`config.mk`:
```
export PLATFORM = sky130hd
export DESIGN_NAME = dlfloat_mac
export DESIGN_NICKNAME = d
export VERILOG_FILES = /design/src/rtl/dlfloat_pkg.sv /design/src/rtl/dlfloat_fma_dp.sv /design/src/rtl/dlfloat_mac.sv
export SDC_FILE = /design/constraint.sdc
export NUM_CORES = 1
export LEC_CHECK = 0
export CAP_MARGIN = 0
export CORE_ASPECT_RATIO = 0.5
export CORE_UTILIZATION = 35
export DETAILED_ROUTE_END_ITERATION = 10
export GPL_TIMING_DRIVEN = 0
export HOLD_SLACK_MARGIN = 0.05
export SLEW_MARGIN = 20
export SYNTH_ARGS = -nofsm -noshare
export SYNTH_HDL_FRONTEND = slang
export SYNTH_SLANG_ARGS = --single-unit
export TNS_END_PERCENT = 30
```
`constraint.sdc`:
```
create_clock -name clk -period 36.5 [get_ports clk]
set_input_delay 7.3 -clock clk [delete_from_list [all_inputs] [get_ports clk]]
set_output_delay 7.3 -clock clk [all_outputs]
set_load 0.02 [all_outputs]
```
`src/rtl/dlfloat_pkg.sv`:
```
// Shared constants, DLFloat16 field layout and control-pin indices for the dlfloat_mac core.
package dlfloat_pkg;

   localparam int BIAS   = 31;
   localparam int EXP_W  = 6;
   localparam int FRAC_W = 9;

   localparam logic [15:0] DLF_NAN  = 16'h7FFF;
   localparam logic [15:0] DLF_ZERO = 16'h0000;

   typedef struct packed {
      logic              sign;
      logic [EXP_W-1:0]  exp;
      logic [FRAC_W-1:0] frac;
   } dlf_t;

   // uio_in bit positions
   localparam int CTL_WR    = 0;
   localparam int CTL_ADDR  = 1;
   localparam int CTL_START = 3;
   localparam int CTL_CLEAR = 4;
   localparam int CTL_RDSEL = 5;

   // Leading-zero count over the 17-bit adder window; 17 when the value is zero.
   function automatic logic [4:0] lzc17(input logic [16:0] v);
      lzc17 = 5'd17;
      for (int i = 0; i <= 16; i++)
         if (v[i]) lzc17 = 5'(16 - i);
   endfunction

endpackage

```
`src/rtl/dlfloat_fma_dp.sv`:
```
// Fused datapath: combinational 10x10 multiply into a product register, then
// combinational align/add/normalize/round against the accumulator.
module dlfloat_fma_dp
   import dlfloat_pkg::*;
(
   input  logic        clk,
   input  logic        rst,
   input  logic        ld,
   input  logic [15:0] op_a,
   input  logic [15:0] op_b,
   input  logic [15:0] acc,
   output logic [15:0] res,
   output logic        ovf,
   output logic        unf,
   output logic        nan
);
   localparam logic signed [9:0] BIAS_S = 10'(BIAS);
   localparam logic signed [9:0] ZEXP   = -10'sd64;

   dlf_t fa, fb, fc;
   assign fa = dlf_t'(op_a);
   assign fb = dlf_t'(op_b);
   assign fc = dlf_t'(acc);

   logic [19:0]       prod;
   logic signed [9:0] m_exp;
   logic [13:0]       m_sig;
   logic              m_stk, m_zero, m_nan, m_sign;

   always_comb begin
      prod   = 20'({1'b1, fa.frac}) * 20'({1'b1, fb.frac});
      m_exp  = $signed({4'b0, fa.exp}) + $signed({4'b0, fb.exp}) - BIAS_S
               + (prod[19] ? 10'sd1 : 10'sd0);
      m_sig  = prod[19] ? {1'b1, prod[18:6]} : {1'b1, prod[17:5]};
      m_stk  = prod[19] ? |prod[5:0] : |prod[4:0];
      m_zero = (fa.exp == '0) | (fb.exp == '0);
      m_nan  = (op_a == DLF_NAN) | (op_b == DLF_NAN);
      m_sign = fa.sign ^ fb.sign;
   end

   logic signed [9:0] p_exp;
   logic [13:0]       p_sig;
   logic              p_stk, p_zero, p_nan, p_sign;

   always_ff @(posedge clk or posedge rst) begin
      if (rst) begin
         p_exp  <= '0;
         p_sig  <= '0;
         p_stk  <= 1'b0;
         p_zero <= 1'b1;
         p_nan  <= 1'b0;
         p_sign <= 1'b0;
      end else if (ld) begin
         p_exp  <= m_exp;
         p_sig  <= m_sig;
         p_stk  <= m_stk;
         p_zero <= m_zero;
         p_nan  <= m_nan;
         p_sign <= m_sign;
      end
   end

   // Magnitudes carry {sig[13:0], sticky}; zero operands sort below everything.
   logic [14:0]       x_mag, y_mag, big_mag, sml_mag;
   logic signed [9:0] x_exp, y_exp, big_exp, sml_exp, d, er, er2;
   logic              big_sign, sml_sign, swap, g, rest, up, carry;
   logic [16:0]       big_ext, sml_ext, sml_al, mask, norm;
   logic [17:0]       sum;
   logic [4:0]        lz;
   logic [8:0]        frac, frac_r;
   logic              unused_bits;

   always_comb begin
      x_mag = p_zero ? 15'd0 : {p_sig, p_stk};
      x_exp = p_zero ? ZEXP : p_exp;
      y_mag = (fc.exp == '0) ? 15'd0 : {1'b1, fc.frac, 4'b0, 1'b0};
      y_exp = (fc.exp == '0) ? ZEXP : $signed({4'b0, fc.exp});
      swap  = (y_exp > x_exp) || ((y_exp == x_exp) && (y_mag > x_mag));

      big_mag  = swap ? y_mag   : x_mag;
      big_exp  = swap ? y_exp   : x_exp;
      big_sign = swap ? fc.sign : p_sign;
      sml_mag  = swap ? x_mag   : y_mag;
      sml_exp  = swap ? x_exp   : y_exp;
      sml_sign = swap ? p_sign  : fc.sign;

      big_ext = {big_mag[14:1], 2'b00, big_mag[0]};
      sml_ext = {sml_mag[14:1], 2'b00, sml_mag[0]};
      d       = big_exp - sml_exp;
      mask    = '0;
      if (d > 10'sd17) begin
         sml_al = {16'b0, |sml_ext};
      end else begin
         mask   = ~(17'h1FFFF << d[4:0]);
         sml_al = (sml_ext >> d[4:0]) | {16'b0, |(sml_ext & mask)};
      end

      if (big_sign ^ sml_sign) sum = {1'b0, big_ext} - {1'b0, sml_al};
      else                     sum = {1'b0, big_ext} + {1'b0, sml_al};

      lz = lzc17(sum[16:0]);
      if (sum[17]) begin
         norm = {sum[17:2], sum[1] | sum[0]};
         er   = big_exp + 10'sd1;
      end else begin
         norm = sum[16:0] << lz;
         er   = big_exp - $signed({5'b0, lz});
      end

      frac           = norm[15:7];
      g              = norm[6];
      rest           = |norm[5:0];
      up             = g & (rest | frac[0]);
      {carry, frac_r} = {1'b0, frac} + 10'(up);
      er2            = carry ? er + 10'sd1 : er;

      res = DLF_ZERO;
      ovf = 1'b0;
      unf = 1'b0;
      nan = 1'b0;
      if (p_nan || (acc == DLF_NAN)) begin
         res = DLF_NAN;
         nan = 1'b1;
      end else if (sum == '0) begin
         res = DLF_ZERO;
      end else if ((er2 > 10'sd63) || ((er2 == 10'sd63) && (frac_r == 9'h1FF))) begin
         res = DLF_NAN;
         ovf = 1'b1;
      end else if (er2 < 10'sd1) begin
         res = DLF_ZERO;
         unf = 1'b1;
      end else begin
         res = {big_sign, er2[5:0], frac_r};
      end
   end

   assign unused_bits = norm[16];

endmodule

```
`src/rtl/dlfloat_mac.sv`:
```
// DLFloat16 multiply-accumulate core on the byte-wide pin interface: acc <= acc + A*B.
// Define DLFMAC_FLAGS_EN to add sticky overflow/underflow/NaN flags on uio_out[6:4].
module dlfloat_mac
   import dlfloat_pkg::*;
(
   input  logic       clk,
   input  logic       rst,
   input  logic       ena,
   input  logic [7:0] ui_in,
   input  logic [7:0] uio_in,
   output logic [7:0] uo_out,
   output logic [7:0] uio_out,
   output logic [7:0] uio_oe
);
   logic [15:0] a_reg, b_reg, op_a, op_b, acc, res;
   logic [1:0]  vld_pipe;
   logic        busy, wr, start, clr, go;
   logic        ovf, unf, nan;
   logic [2:0]  flags;
   logic        unused_bits;

   assign wr    = ena & uio_in[CTL_WR];
   assign start = ena & uio_in[CTL_START];
   assign clr   = ena & uio_in[CTL_CLEAR];
   assign busy  = |vld_pipe;
   assign go    = start & ~busy & ~clr;

   always_ff @(posedge clk or posedge rst) begin
      if (rst) begin
         a_reg <= '0;
         b_reg <= '0;
      end else if (wr) begin
         case (uio_in[CTL_ADDR +: 2])
            2'd0:    a_reg[7:0]  <= ui_in;
            2'd1:    a_reg[15:8] <= ui_in;
            2'd2:    b_reg[7:0]  <= ui_in;
            default: b_reg[15:8] <= ui_in;
         endcase
      end
   end

   // vld_pipe[0]: operands captured; vld_pipe[1]: product registered, acc retires next edge.
   always_ff @(posedge clk or posedge rst) begin
      if (rst) begin
         op_a     <= '0;
         op_b     <= '0;
         vld_pipe <= '0;
         acc      <= DLF_ZERO;
      end else if (ena) begin
         if (clr) begin
            vld_pipe <= '0;
            acc      <= DLF_ZERO;
         end else begin
            vld_pipe <= {vld_pipe[0], go};
            if (go) begin
               op_a <= a_reg;
               op_b <= b_reg;
            end
            if (vld_pipe[1]) acc <= res;
         end
      end
   end

   dlfloat_fma_dp u_dp (
      .clk  (clk),
      .rst  (rst),
      .ld   (vld_pipe[0] & ena),
      .op_a (op_a),
      .op_b (op_b),
      .acc  (acc),
      .res  (res),
      .ovf  (ovf),
      .unf  (unf),
      .nan  (nan)
   );

`ifdef DLFMAC_FLAGS_EN
   always_ff @(posedge clk or posedge rst) begin
      if (rst)                  flags <= '0;
      else if (ena) begin
         if (clr)               flags <= '0;
         else if (vld_pipe[1])  flags <= flags | {ovf, unf, nan};
      end
   end
   assign uio_oe      = 8'hF0;
   assign unused_bits = &{1'b0, uio_in[7:6]};
`else
   assign flags       = 3'b000;
   assign uio_oe      = 8'h80;
   assign unused_bits = &{1'b0, uio_in[7:6], ovf, unf, nan};
`endif

   assign uo_out  = uio_in[CTL_RDSEL] ? acc[15:8] : acc[7:0];
   assign uio_out = {busy, flags, 4'b0000};

endmodule

```
Word level (Yosys, flattened, before mapping)
Index checks and enable logic that the tools add are counted.
W data, S select, Z words.
{ "totals": {"regBits": 110, "latch_bits": 0, "ramBits": 0, "mem_bits_ro": 0, "input_bits": 19, "output_inout_bits": 24, "wordCells": 127, "mem_count": 0} }
{ "op_classes": {"n_addsub": 10, "n_mul": 1, "div": 0, "order_cmp": 5, "n_eq_ne": 8, "shift": 3, "mux": 43, "n_bitwise": 19, "n_reduce_logical": 24} }
{ "op_table": {"columns": ["operator", "n"], "rows": [
  ["$mux W16", 7],
  ["$mux W5", 16],
  ["$mux W10", 6],
  ["$mux W15", 4],
  ["$eq A16 B15 Y1 const B", 3],
  ["$add A10 B2 Y10 const B", 2],
  ["$mul A10 B10 Y20", 1],
  ["$add A17 B17 Y18", 1],
  ["$logic_not A18 Y1", 1],
  ["$logic_not A6 Y1", 3],
  ["$mux W18", 1],
  ["$sub A17 B17 Y18", 1],
  ["$and A17 B17 Y17", 1],
  ["$mux W17", 1],
  ["$not A17 Y17", 1],
  ["$or A17 B1 Y17", 1],
  ["$reduce_or A17 Y1", 1],
  ["$shl A17 B5 Y16", 1],
  ["$shl A17 B5 Y17 const A", 1],
  ["$shr A17 B5 Y17", 1],
  ["$gt A15 B15 Y1", 1],
  ["$reduce_or A15 Y1", 1],
  ["$mux W13", 1],
  ["$reduce_or A6 Y1", 2],
  ["31 further kinds", 54]
]} }

Logic depth before layout (Yosys ltp)
{ "logic_depth": {"depth_word": 47, "depth_mapped": 72, "depth_no_buf": 63} }

Cells and area by module
Synthesis repeated with hierarchy kept, for this count alone.
{ "hier_totals": {"hier_cells": 1943, "hier_area_um2": 16265.6} }
{ "by_module_without_submodules": {"columns": ["module", "n_inst", "cells_per_inst", "area_each_um2", "seq_area_each_um2"], "rows": [
  ["dlfloat_fma_dp", 1, 1697, 12718.4, 676.9],
  ["dlfloat_mac", 1, 246, 3547.2, 2052.0]
]} }

Worst setup path before layout
OpenSTA, ideal clock, no wires.
{ "synth_path": {"path_kind": "input -> output", "from": "input uio_in[5]", "to": "output uo_out[0]", "arrival_ns": 7.991, "required_time_ns": 29.200, "slack_ns": 21.209, "cell_stages": 2, "n_path_buf": 1, "cell_sequence": "clkbuf_1 > mux2_2"} }
{ "synth_between": {"elab_chain_cells": 1} }
{ "synth_rtl": {"columns": ["element", "line", "rtl"], "rows": [
  ["from (decl)", "dlfloat_mac.sv:10", "input logic [7:0] uio_in,"],
  ["$mux W8", "dlfloat_mac.sv:93", "assign uo_out = uio_in[CTL_RDSEL] ? acc[15:8] : acc[7:0];"],
  ["to (decl)", "dlfloat_mac.sv:11", "output logic [7:0] uo_out,"]
]} }
No other way between the ends.

Worst setup path in the final report
{ "layout_path": {"from": "register acc[12]", "to": "register acc[13]"} }
{ "layout_between": {"elab_chain_cells": 47, "word_cells_on_any_way": 72, "classes_between": "7 x add/sub; 5 x order compare; 4 x eq/ne; 3 x shift; 36 x mux; 7 x bitwise; 10 x reduce/logical"} }
{ "layout_rtl": {"columns": ["element", "line", "rtl"], "rows": [
  ["from (decl)", "dlfloat_mac.sv:15", "logic [15:0] a_reg, b_reg, op_a, op_b, acc, res;"],
  ["from (signal assigned)", "dlfloat_mac.sv:59", "if (vld_pipe[1]) acc <= res;"],
  ["branches (longest 44 deep; another with $gt A15 B15 Y1)", null, null],
  ["$mux W16 (*)", "dlfloat_fma_dp.sv:121", "if (p_nan || (acc == DLF_NAN)) begin"],
  ["$mux W16 (*)", "dlfloat_mac.sv:59", null],
  ["$mux W16 (*)", "dlfloat_mac.sv:50", "if (clr) begin"]
]} }
Mark *: on every way between the ends. The select of a mux whose other input is x is not followed.
A chain may end at the register's enable or synchronous reset.

==> results by group <==
Placed design
  • Placed insts: between 2000 and 2500
  • HPWL after DPL: approximately 37 mm
  • Final Wtd Congestion: 0.9592
  • # port buffers: 23

Global route
  • First-pass GRT wire length: 73.89 mm
  • Total Routing Usage GR: a little over a fifth
  • Vias in the first global route: roughly 13000
  • Initial antenna violation count: 0
  • Largest net degree at the start of global routing: 63
  • Congestion Overflow GR: 0

STA
  • Max Freq: 55.55 MHz
  • Clk_skew: between 10 and 15 ps
  • Part of the cycle the worst path needs: 49.32%
  • Count of final max-slew check failures: 0
  • Setup_tns: 0 ps
  • Worst hold slack: 474.2 ps
  • Measured slew at the worst slew-check pin: ~1000 ps
  • Count of final hold-check violations: 0
  • # setup viols final: 0
  • Tmin final: between 15000 and 20000 ps
  • Max_slew headroom: between 30 and 40%
  • RSZ-0062 raised after global routing: false

Critical path
  • Buffers & Inverters on Critical Path: 14
  • Critical path type: reg2reg
  • Critical Path Sink Type: flop
  • Crit start category: flop
  • Worst path depth: 66
  • Slowest-stage cell, CP: mux2i_1
  • Critical path peak fanout: 10
  • R2r worst-path depth: 66
  • Top Family by Delay on Critical Path: compound AO/OA/AOI/OAI gates
  • CP arrival: between 15000 and 20000 ps
  • Most frequent CP cell: clkbuf_1
  • Critical Path RT: between 30000 and 40000 ps
  • Critical path's largest stage delay: around 620 ps

Floorplanning
  • Initial core utilization: roughly 36%
  • Die area: between 40000 and 50000 sq um
  • Ports: 43
  • Die X: slightly below 300 microns
  • Rows: 53
  • Die height: roughly 150 microns
  • Core box area: ~42000 sq um

Hold path
  • Hold crit path type: reg2reg
  • Hold path depth: 2

Finish
  • Final Non-Filler Cells: between 2000 and 2500
  • Final core utilization: between 30% and 40%
  • Fin nets: 2110
  • Area of the multi-input gates: 11340 sq um
  • Layout cell share with drive strength beyond 1: 9.209%
  • Area growth syn-to-layout: 9.077%
  • Ant diodes: 0
  • Area taken by flip-flops and latches: 2754 sq um
  • # fillers: approximately 4400

Clocking
  • CTS buffer count: 9
  • Cts hold-fix bufs: 0
  • CTS tree: yes
  • CTS H-tree lvls: 3
  • Latest clock arrival within the worst-skew pair: between 300 and 400 ps
  • Post-CTS sizing: 0
  • Clock tree sinks: between 100 and 150
  • Clock tree buffer depth: 2
  • Setup repair bufs after CTS: 0
  • Clock-pin slew of the registers on the worst-case setup and hold paths: ~80 ps
  • CTS root buffer: clkbuf_16

Detailed routing
  • Post-route DRC: 0
  • DR vias/cell: around 5.7
  • Antenna-violating nets left: 0
  • Iter 0 DRT Violations: 1225
  • Vias: between 10000 and 15000
  • DR WL/cell: approximately 19 microns
  • Total Routed Length: 46.60 mm
  • Drt first pass iters: 5

Yosys
  • Seq/Total Area, Yosys: about 18%
  • Yosys reg bits: 110
  • Mean Syn Cell Area: between 8 and 9 sq um
  • Mapped Cells: about 1900
  • Asr flop ratio synth: 100.0%
  • Number of enable flip-flop cells after synthesis: 0
  • YS warnings: 0
  • Synth top area share: a little under a fifth
  • Ranking of synthesized cells by area: dfrtp_1 18%, ha_1 9.1%, fa_1 8.5%
  • Netlist area before placement: about 15000 sq um
  • Netlist cell types: around 100
  • Synth area leader: dfrtp_1
  • Predominant post-synthesis flop cell: dfrtp_1

Outcome
  • Status: complete, no violations

Flow run
  • Max Cap Violations: 0
==> stage by stage <==
step / setup WS (ps) / cell area [sq um]
finish: 18500 / 16420
global route: 17510 / 16420
CTS: 19020 / 16420
detailed placement: 19120 / 16100
global placement: 18720 / 16050
floorplan: 21210 / 15100
==> final cells by class <==
cell class | count | area share [%]
multi-input cells | 1526 | 69.07
flip-flops and latches | 110 | 16.77
well taps | 577 | 4.397
plain buffers | 123 | 3.384
inverters | 123 | 2.843
repair buffers | 24 | 1.570
clock buffers | 9 | 1.372
clock inverters | 7 | 0.5944
==> cell usage in the layout (no fill, tap or decap), types with 50 or more instances in the layout <==
master / Yosys / final
a21oi_1: 121 / 121
and2_1: 63 / 63
clkbuf_1: 79 / 79
dfrtp_1: 109 / 109
fa_1: 64 / 64
ha_1: 110 / 110
inv_1: 120 / 119
mux2_2: 86 / 86
nand2_1: 201 / 201
nand3_1: 50 / 50
nor2_1: 116 / 116
o21ai_0: 111 / 111
xnor2_1: 55 / 55
==> metal layers <==
layer | routed length [microns] | GRT usage (%) | vias to the layer above
met1 | 22480 | 30.00 | 6804
met3 | 2256 | 2.017 | 72
met2 | 20790 | 34.07 | 444
li1 | - | - | 6833
met4 | 1074 | 5.829 | 0
met5 | 0 | 0 | -
==> worst register-to-register path, delay by kind of cell, from the launching register on <==
kind	cells	cell delay (ps)
adder cells (fa/ha/maj)	6	1860
AO/OA/AOI/OAI	27	6340
buffers and inverters	14	4970
AND/OR/NAND/NOR	17	3440
multiplexers	1	620
flip-flops	1	460
XOR/XNOR	1	230
==> cells in the mapped netlist (all sizes together) (6+ instances only) <==
master and number:
or3 16, a21o 25, xnor2 56, nand4b 7, dfrtp 109, nor4 13
and3 18, and2 64, nor2 117, a32oi 8, o31a 6, a2111oi 6
clkbuf 79, o21ai 119, nand2 201, or2 7, a22oi 12, o31ai 14
a211o 6, inv 122, xor2 25, o22ai 8, nand2b 15, nor2b 21
or4 8, o211ai 27, nand4 22, o21a 10, buf 44, mux2i 33
a31oi 14, a21oi 122, o2111ai 18, mux2 86, a211oi 33, fa 64
ha 110, o21bai 24, nor3 43, nand3 50
==> worst paths after layout <==
path	start	to	slack, ps
worst max-delay path	acc[12]$_DFFE_PP0P_	acc[13]$_DFFE_PP0P_	18500
worst min-delay path	u_dp.p_sig[10]$_DFFE_PP0P_	u_dp.p_sig[10]$_DFFE_PP0P_	470
worst max register to register	acc[12]$_DFFE_PP0P_	acc[13]$_DFFE_PP0P_	18500
worst min register to register	u_dp.p_sig[10]$_DFFE_PP0P_	u_dp.p_sig[10]$_DFFE_PP0P_	470
max in group asynchronous	rst	op_a[0]$_DFFE_PP0P_	28520
min in group asynchronous	rst	acc[11]$_DFFE_PP0P_	7340
==> logic make-up (layout without fill, tap and decap cells) <==
family / after synthesis / after routing / share of synthesized area, %
xor gates and xnor gates: 81 / 81 / 4.763
DFF: 110 / 110 / 18.30
AOI/OAI and AO/OA: 518 / 518 / 23.24
muxes: 120 / 120 / 8.803
other: 2 / 15 / 0.04989
buffers and inverters: 246 / 286 / 6.758
and+or+nand+nor: 618 / 618 / 20.43
adders and majority gates: 174 / 174 / 17.66
Power is not shown: default switching activity piles up to over one toggle a cycle in this logic, so the estimate is an artifact.
